===== config.mk =====
export PLATFORM = sky130hd
export DESIGN_NAME = fetch_queue_unit
export DESIGN_NICKNAME = d
export VERILOG_FILES = /design/src/rtl/fetch_queue_unit.sv
export SDC_FILE = /design/constraint.sdc
export NUM_CORES = 1
export LEC_CHECK = 0
export ABC_CLOCK_PERIOD_IN_PS = 4900
export CORE_UTILIZATION = 30
export DETAILED_ROUTE_END_ITERATION = 6
export GPL_TIMING_DRIVEN = 1
export MAX_ROUTING_LAYER = met4
export SLEW_MARGIN = 5
export SYNTH_ARGS = -nofsm -noshare
export SYNTH_HDL_FRONTEND = slang
export SYNTH_SLANG_ARGS = --single-unit

===== constraint.sdc =====
create_clock -name clk -period 4.9 [get_ports clk]
set_input_delay 0.735 -clock clk [delete_from_list [all_inputs] [get_ports clk]]
set_output_delay 0.735 -clock clk [all_outputs]
set_load 0.02 [all_outputs]

===== src/rtl/fetch_queue_unit.sv =====
// ---------------------------------------------------------------------------
// fetch_queue_unit
//
// Instruction-fetch front end. Issues sequential, word-aligned fetch requests
// over a valid/ready memory port, tolerates variable memory latency with up
// to MAX_OUTSTANDING requests in flight, and buffers returned instructions
// together with their PCs in a DEPTH-entry queue that feeds decode. A
// redirect flushes the queue, restarts fetch at the new target and discards
// every response still in flight for the old path.
//
// Ports
//   clk             : clock, all state updates on the rising edge
//   reset           : asynchronous active-low reset
//   imem_req_valid  : fetch request valid
//   imem_req_ready  : memory accepts the request
//   imem_req_addr   : fetch address (word aligned)
//   imem_rsp_valid  : response valid (responses return in request order)
//   imem_rsp_data   : returned instruction
//   out_valid       : queue head valid
//   out_ready       : decode consumes the head
//   out_instr       : head instruction (0 while the queue is empty)
//   out_pc          : head PC (0 while the queue is empty)
//   redirect_valid  : taken branch/jump, flush and refetch
//   redirect_pc     : new fetch target, bits [1:0] are ignored
//   queue_count     : number of occupied queue entries, 0..DEPTH
// ---------------------------------------------------------------------------
module fetch_queue_unit #(
  parameter int unsigned     XLEN            = 64,
  parameter int unsigned     ILEN            = 32,
  parameter int unsigned     DEPTH           = 4,
  parameter int unsigned     MAX_OUTSTANDING = 2,
  parameter logic [XLEN-1:0] RESET_PC        = '0
) (
  input  logic                     clk,
  input  logic                     reset,
  output logic                     imem_req_valid,
  input  logic                     imem_req_ready,
  output logic [XLEN-1:0]          imem_req_addr,
  input  logic                     imem_rsp_valid,
  input  logic [ILEN-1:0]          imem_rsp_data,
  output logic                     out_valid,
  input  logic                     out_ready,
  output logic [ILEN-1:0]          out_instr,
  output logic [XLEN-1:0]          out_pc,
  input  logic                     redirect_valid,
  input  logic [XLEN-1:0]          redirect_pc,
  output logic [$clog2(DEPTH):0]   queue_count
);

  localparam int unsigned PW = $clog2(DEPTH);
  localparam int unsigned CW = PW + 1;

  typedef logic [CW-1:0] cnt_t;
  typedef logic [PW-1:0] ptr_t;

  // Queue storage and bookkeeping
  logic [ILEN-1:0] instr_mem [DEPTH];
  logic [XLEN-1:0] pc_mem    [DEPTH];
  ptr_t            rd_ptr;
  ptr_t            wr_ptr;
  cnt_t            count;
  cnt_t            outstanding;   // accepted requests not yet answered
  cnt_t            drop_count;    // in-flight responses belonging to a flushed path
  logic [XLEN-1:0] fetch_pc;      // address of the next request
  logic [XLEN-1:0] rsp_pc;        // PC of the next response to be kept

  logic            req_fire;
  logic            rsp_accept;
  logic            rsp_keep;
  logic            pop;
  cnt_t            in_use;
  cnt_t            outstanding_left;
  logic [XLEN-1:0] redirect_target;
  logic            unused_pc_bits;

  assign redirect_target = {redirect_pc[XLEN-1:2], 2'b00};
  assign unused_pc_bits  = ^redirect_pc[1:0];

  // Credit rule: a slot is reserved for every request in flight, so the sum
  // of queued and outstanding entries never exceeds DEPTH and responses never
  // need backpressure.
  assign in_use         = count + outstanding;
  assign imem_req_valid = reset && !redirect_valid
                       && (in_use < cnt_t'(DEPTH))
                       && (outstanding < cnt_t'(MAX_OUTSTANDING));
  assign imem_req_addr  = fetch_pc;
  assign req_fire       = imem_req_valid && imem_req_ready;

  // A response with nothing outstanding is a protocol error and is ignored.
  assign rsp_accept       = imem_rsp_valid && (outstanding != '0);
  // Responses are discarded while stale ones drain or when they coincide
  // with a redirect.
  assign rsp_keep         = rsp_accept && !redirect_valid && (drop_count == '0);
  assign outstanding_left = outstanding - cnt_t'(rsp_accept);

  assign out_valid   = (count != '0);
  assign pop         = out_valid && out_ready;
  assign queue_count = count;

  // Gating the head keeps the outputs at zero while empty, so the storage
  // itself never needs a reset value.
  assign out_instr = out_valid ? instr_mem[rd_ptr] : '0;
  assign out_pc    = out_valid ? pc_mem[rd_ptr]    : '0;

  // NOTE: storage arrays are deliberately left out of reset; validity is
  // tracked by count/pointers alone, which keeps the array a plain RAM.
  always_ff @(posedge clk) begin
    if (rsp_keep) begin
      instr_mem[wr_ptr] <= imem_rsp_data;
      pc_mem[wr_ptr]    <= rsp_pc;
    end
  end

  // NOTE: sequential state uses non-blocking assignments so every register
  // samples the pre-edge values regardless of statement order.
  always_ff @(posedge clk or negedge reset) begin
    if (!reset) begin
      rd_ptr      <= '0;
      wr_ptr      <= '0;
      count       <= '0;
      outstanding <= '0;
      drop_count  <= '0;
      fetch_pc    <= RESET_PC;
      rsp_pc      <= RESET_PC;
    end else if (redirect_valid) begin
      // Flush takes priority over push/pop; a same-cycle pop is simply lost
      // with the rest of the queue, and everything still in flight after this
      // cycle's response belongs to the old path.
      rd_ptr      <= '0;
      wr_ptr      <= '0;
      count       <= '0;
      fetch_pc    <= redirect_target;
      rsp_pc      <= redirect_target;
      outstanding <= outstanding_left;
      drop_count  <= outstanding_left;
    end else begin
      if (req_fire) begin
        fetch_pc <= fetch_pc + XLEN'(4);
      end
      if (rsp_keep) begin
        wr_ptr <= wr_ptr + 1'b1;
        rsp_pc <= rsp_pc + XLEN'(4);
      end
      if (pop) begin
        rd_ptr <= rd_ptr + 1'b1;
      end
      count       <= count + cnt_t'(rsp_keep) - cnt_t'(pop);
      outstanding <= outstanding + cnt_t'(req_fire) - cnt_t'(rsp_accept);
      if (rsp_accept && (drop_count != '0)) begin
        drop_count <= drop_count - 1'b1;
      end
    end
  end

endmodule


# After elaboration in Yosys (flattened, before gate mapping)
# Memory sizes are Yosys's and may differ from the RTL's.
# Index checks and enable logic that the tools add are counted.
# word_totals
regBits	141
latchBits	0
ramBits	384
mem_bits_ro	0
inputBits	102
out_inout_bits	165
wordCells	56
memories	2
# memory_table
name	depth	word_bits	read_ports	rd_clocked_by_memory_dff	wr	line_no	text
pc_mem	4	64	1	0	1	58	logic [XLEN-1:0] pc_mem [DEPTH];
instr_mem	4	32	1	0	1	57	logic [ILEN-1:0] instr_mem [DEPTH];
# op_classes
add_sub_neg	11
multipliers	0
div_mod_pow	0
magnitude_cmp	2
n_eq_ne	0
shifts	0
n_mux	16
n_bitwise	0
reduce_logical	18
# op_table
cell	n
$mux W64	5
$add A64 B3 Y64 const B	2
$mux W32	1
$mux W3	4
$logic_and A1 B1 Y1	9
$reduce_bool A3 Y1	3
$sub A3 B1 Y3	3
$mux W2	4
$reduce_bool A2 Y1	4
$add A3 B1 Y3	2
$add A2 B1 Y2 const B	2
$add A3 B3 Y3	1
$logic_not A3 Y1	1
$lt A3 B2 Y1 const B	1
$lt A3 B3 Y1 const B	1
$sub A3 B1 Y3 const B	1
$mux W1	2
$logic_not A1 Y1	1

# Longest topological paths before layout
# depth
depth_word	8
depth_mapped	14
mapped_depth_nobuf	12

# Worst setup path before layout
# No wires, ideal clock.
# synth_timing
kind	input port to flip-flop
startpoint	input port redirect_valid
endpoint	memory instr_mem[1][0], enable pin
setup_ns	0.463
t_arrival_ns	3.639
required_time_ns	4.437
slack_ns	0.798
cell_stages	3
n_path_buf	1
cell_sequence	clkbuf_1 -> nor3_1 -> and2_1
# synth_via
elab_chain_len	5
# synth_rtl
element	line_no	text
from (decl)	45	input logic redirect_valid,
$logic_not A1 Y1	93	assign rsp_keep = rsp_accept && !redirect_valid && (drop_count == '0);
$logic_and A1 B1 Y1 (2 in series)	93	
$mux W1	108	if (rsp_keep) begin
$mux W1 (implied by the code)	109	instr_mem[wr_ptr] <= imem_rsp_data;
to (decl)	57	
# Every way passes these cells.

# Worst setup path after layout
# layout_timing
startpoint	register count[1], in the netlist queue_count[1]
endpoint	output port out_pc[35]
# layout_via
elab_chain_len	2
# layout_rtl
element	line_no	text
from (decl)	61	cnt_t count;
from (signal assigned)	147	count <= count + cnt_t'(rsp_keep) - cnt_t'(pop);
$reduce_bool A3 Y1	96	assign out_valid = (count != '0);
$mux W64	103	assign out_pc = out_valid ? pc_mem[rd_ptr] : '0;
to (decl)	44	output logic [XLEN-1:0] out_pc,
# Every way passes these cells.

==> impl_metrics.toml <==
[timing]
timing.final.crit_share_pct = 82.1
maxSlewHeadroom_pct = 32.7
hold_viol_final = 0
rsz0062_at_grt = "false"
drv_slew = 0
fmax_ghz = 0.249
tns_ps = 0
fin_skew_ps = 19.8
fin_crit_ps = 4020
worstMarginPinSlew_ps = 1010
setup_violations = 0
final.setup.worst_slack_ps = 877

[routing]
drt_iter0_drc = 1133
vias_per_cell = 5.08
ant_nets = 0
routedWlPerCell_um = 22.4
routed_wl_mm = 61.9
via_count = 14000
first_pass_iters = 5
route.detailed.drc = 0

[clock_network]
cts_sinks = 513
h-tree-depth = 2
clock-root-buffer = "clkbuf_16"
cts_setup_buffers = 0
cts_tree = "done"
post_cts_resized = 0
cts.clk_slew.worst_paths_ps = 60
cts_made_buffers = 56
clkLatencyLatePin_ps = 610
ctsHoldBuffers = 0
cts_buffer_depth = 3

[worst_setup_path]
crit_slowest_cell = "clkdlybuf4s50_1"
path_class = "register to primary output"
critPathLaunchType = "register"
path_cells = "or3_2 > buf_4 > and2_1 > clkdlybuf4s50_1"
crit_required_ps = 4160
critPathMaxFanout = 65
worstSetupEndpointType = "primary output"
crit_family = "buffers and inverters"
slowest_delay_ps = 690
critical_path_buf_inv_count = 2
cp.arrival_ps = 3290

[yosys]
yosysTopAreaCell = "edfxtp_1"
synth_ff_type = "edfxtp_1"
synth_common_cells = "edfxtp_1 (376), dfrtp_1 (137), and2_1 (105)"
yosys_register_bits = 513
synth_edf_count = 376
async_flop_share_pct = 26.7
syn_area_um2 = 22400
yosysTopAreaCellShare_pct = 50.3
synth_most_common_cell = "edfxtp_1"
yosysUniqueCellTypes = 65
yosys_warnings = 0
avgSynthCellArea_um2 = 15.1
synth_cells = 1489
yosysSeqAreaShare_pct = 65.6
ys_top_cells_by_area = "edfxtp_1 (50%), dfrtp_1 (15%), mux4_2 (9.4%)"

[floorplanning]
ios = 267
die_h_um = 275
die_w_um = 275
initial_core_util_pct = 30.5
coreArea_um2 = 73500
dieArea_um2 = 75900
row_count = 99

[global_route]
grt_usage_pct = 16.8
grt_max_degree = 74
overflow = 0
grt_pass1_wl_mm = 91.5
grt_pass1_vias = 14400
antenna_found_initial = 5

[place]
numPortBuffers = 260
place.gp.congestion = 0.842
hpwl_mm = 41.5
post-place-ws_ps = 1390

[pwr]
peakVddDrop_mv = 0.265
p_int_w = 0.00960
power.density_nw_per_um2 = 491
fin_total_pwr_w = 0.0138
sw_frac_of_total_pct = 30.6
clock_power_share_pct = 32.7
p_seq_share_pct = 38.2
leakagePower_nw = 9.52
switchingPower_w = 0.00424
p_comb_share_pct = 29.1

[cells_and_area]
layout-drive-gt1-share_pct = 15.8
fillers = 6816
area_growth_pct = 25.7
fin_nets = 1874

[min_path]
hold_class = "primary input to asynchronous set/reset pin"

[run]
drv_cap = 0

[outcome]
outcome = "complete, no violations"
power by group through the flow:
stage	clock network, W	registers, W	logic, W
after floorplan	0	0.00528	0.00226
after global placement	0	0.00535	0.00409
after detailed placement	0	0.00537	0.00411
after CTS	0.00463	0.00529	0.00412
after global routing	0.00480	0.00533	0.00434
final	0.00452	0.00528	0.00403
final cells by class:
| type | count | area [um^2] | area share (%) |
|---|---|---|---|
| antenna | 2 | 5.00 | 0.0178 |
| sequential | 513 | 14700 | 52.2 |
| clock inverter | 39 | 493 | 1.75 |
| tap | 959 | 1200 | 4.26 |
| clock buffer | 67 | 1490 | 5.30 |
| inverter | 30 | 113 | 0.399 |
| multi-input combinational | 867 | 7250 | 25.7 |
| timing repair buffer | 286 | 2910 | 10.3 |
worst paths after layout:
path | start | end | slack [ps] | cells after the start
max | queue_count[1] | out_pc[35] | 880 | 4
min | reset | imem_req_addr[7] | 120 | 1
max reg2reg | rsp_pc[34] | rsp_pc[56] | 1800 | 6
min reg2reg | imem_req_addr[22] | imem_req_addr[22] | 570 | 1
max in group asynchronous | reset | rd_ptr[1] | 3190 | 2
min in group clk | redirect_valid | wr_ptr[0] | 570 | 2
per-layer routing:
layer  GRT usage, %  wire length [um]  up-vias
met2           26.2             29200      496
met3           3.43              3870      115
met4           4.93              1590        0
met5              -                 0        -
met1           21.9             27200     7199
li1               -                 -     6235
state kept, by name, indices dropped and copies added, names as in the netlist:
signal         cells
pc_mem           248
instr_mem        128
drop_count         3
queue_count        3
rd_ptr             2
imem_req_addr     62
wr_ptr             2
outstanding        3
rsp_pc            62
cell usage in the layout, fill, tap and decap left out, types with 18 or more instances in the layout:
master	n
a21oi_1	25
and2_1	101
and3_1	22
buf_4	18
clkbuf_16	57
clkdlybuf4s50_1	258
dfrtp_1	135
edfxtp_1	376
inv_1	28
mux2_2	25
mux4_2	94
nand2_1	104
nand3_1	64
nand4_1	34
nor2_1	51
nor3_1	22
o211ai_1	19
o21ai_0	67
xnor2_1	42
xor2_1	44
per-stage QoR:
stage / utilization (%) / cell area (um^2) / cells / hold WS (ps)
floorplan: - / 22400 / 1492 / 439
global placement: 35.7 / 26200 / 2655 / 530
detailed placement: 35.7 / 26200 / 2655 / 554
CTS: 38.4 / 28200 / 2761 / 121
global route: 38.4 / 28200 / 2762 / 139
finish: 38.4 / 28200 / 2763 / 117
cell families after synthesis:
logic type / share of synthesized area [%]
XOR/XNOR: 3.36
buffers and inverters: 2.14
flip-flops: 65.6
other: 0.0167
AO/OA/AOI/OAI: 4.46
adder cells (fa/ha/maj): 1.07
multiplexers: 10.8
AND/OR/NAND/NOR: 12.5
Power figures use the tool's default switching activity.
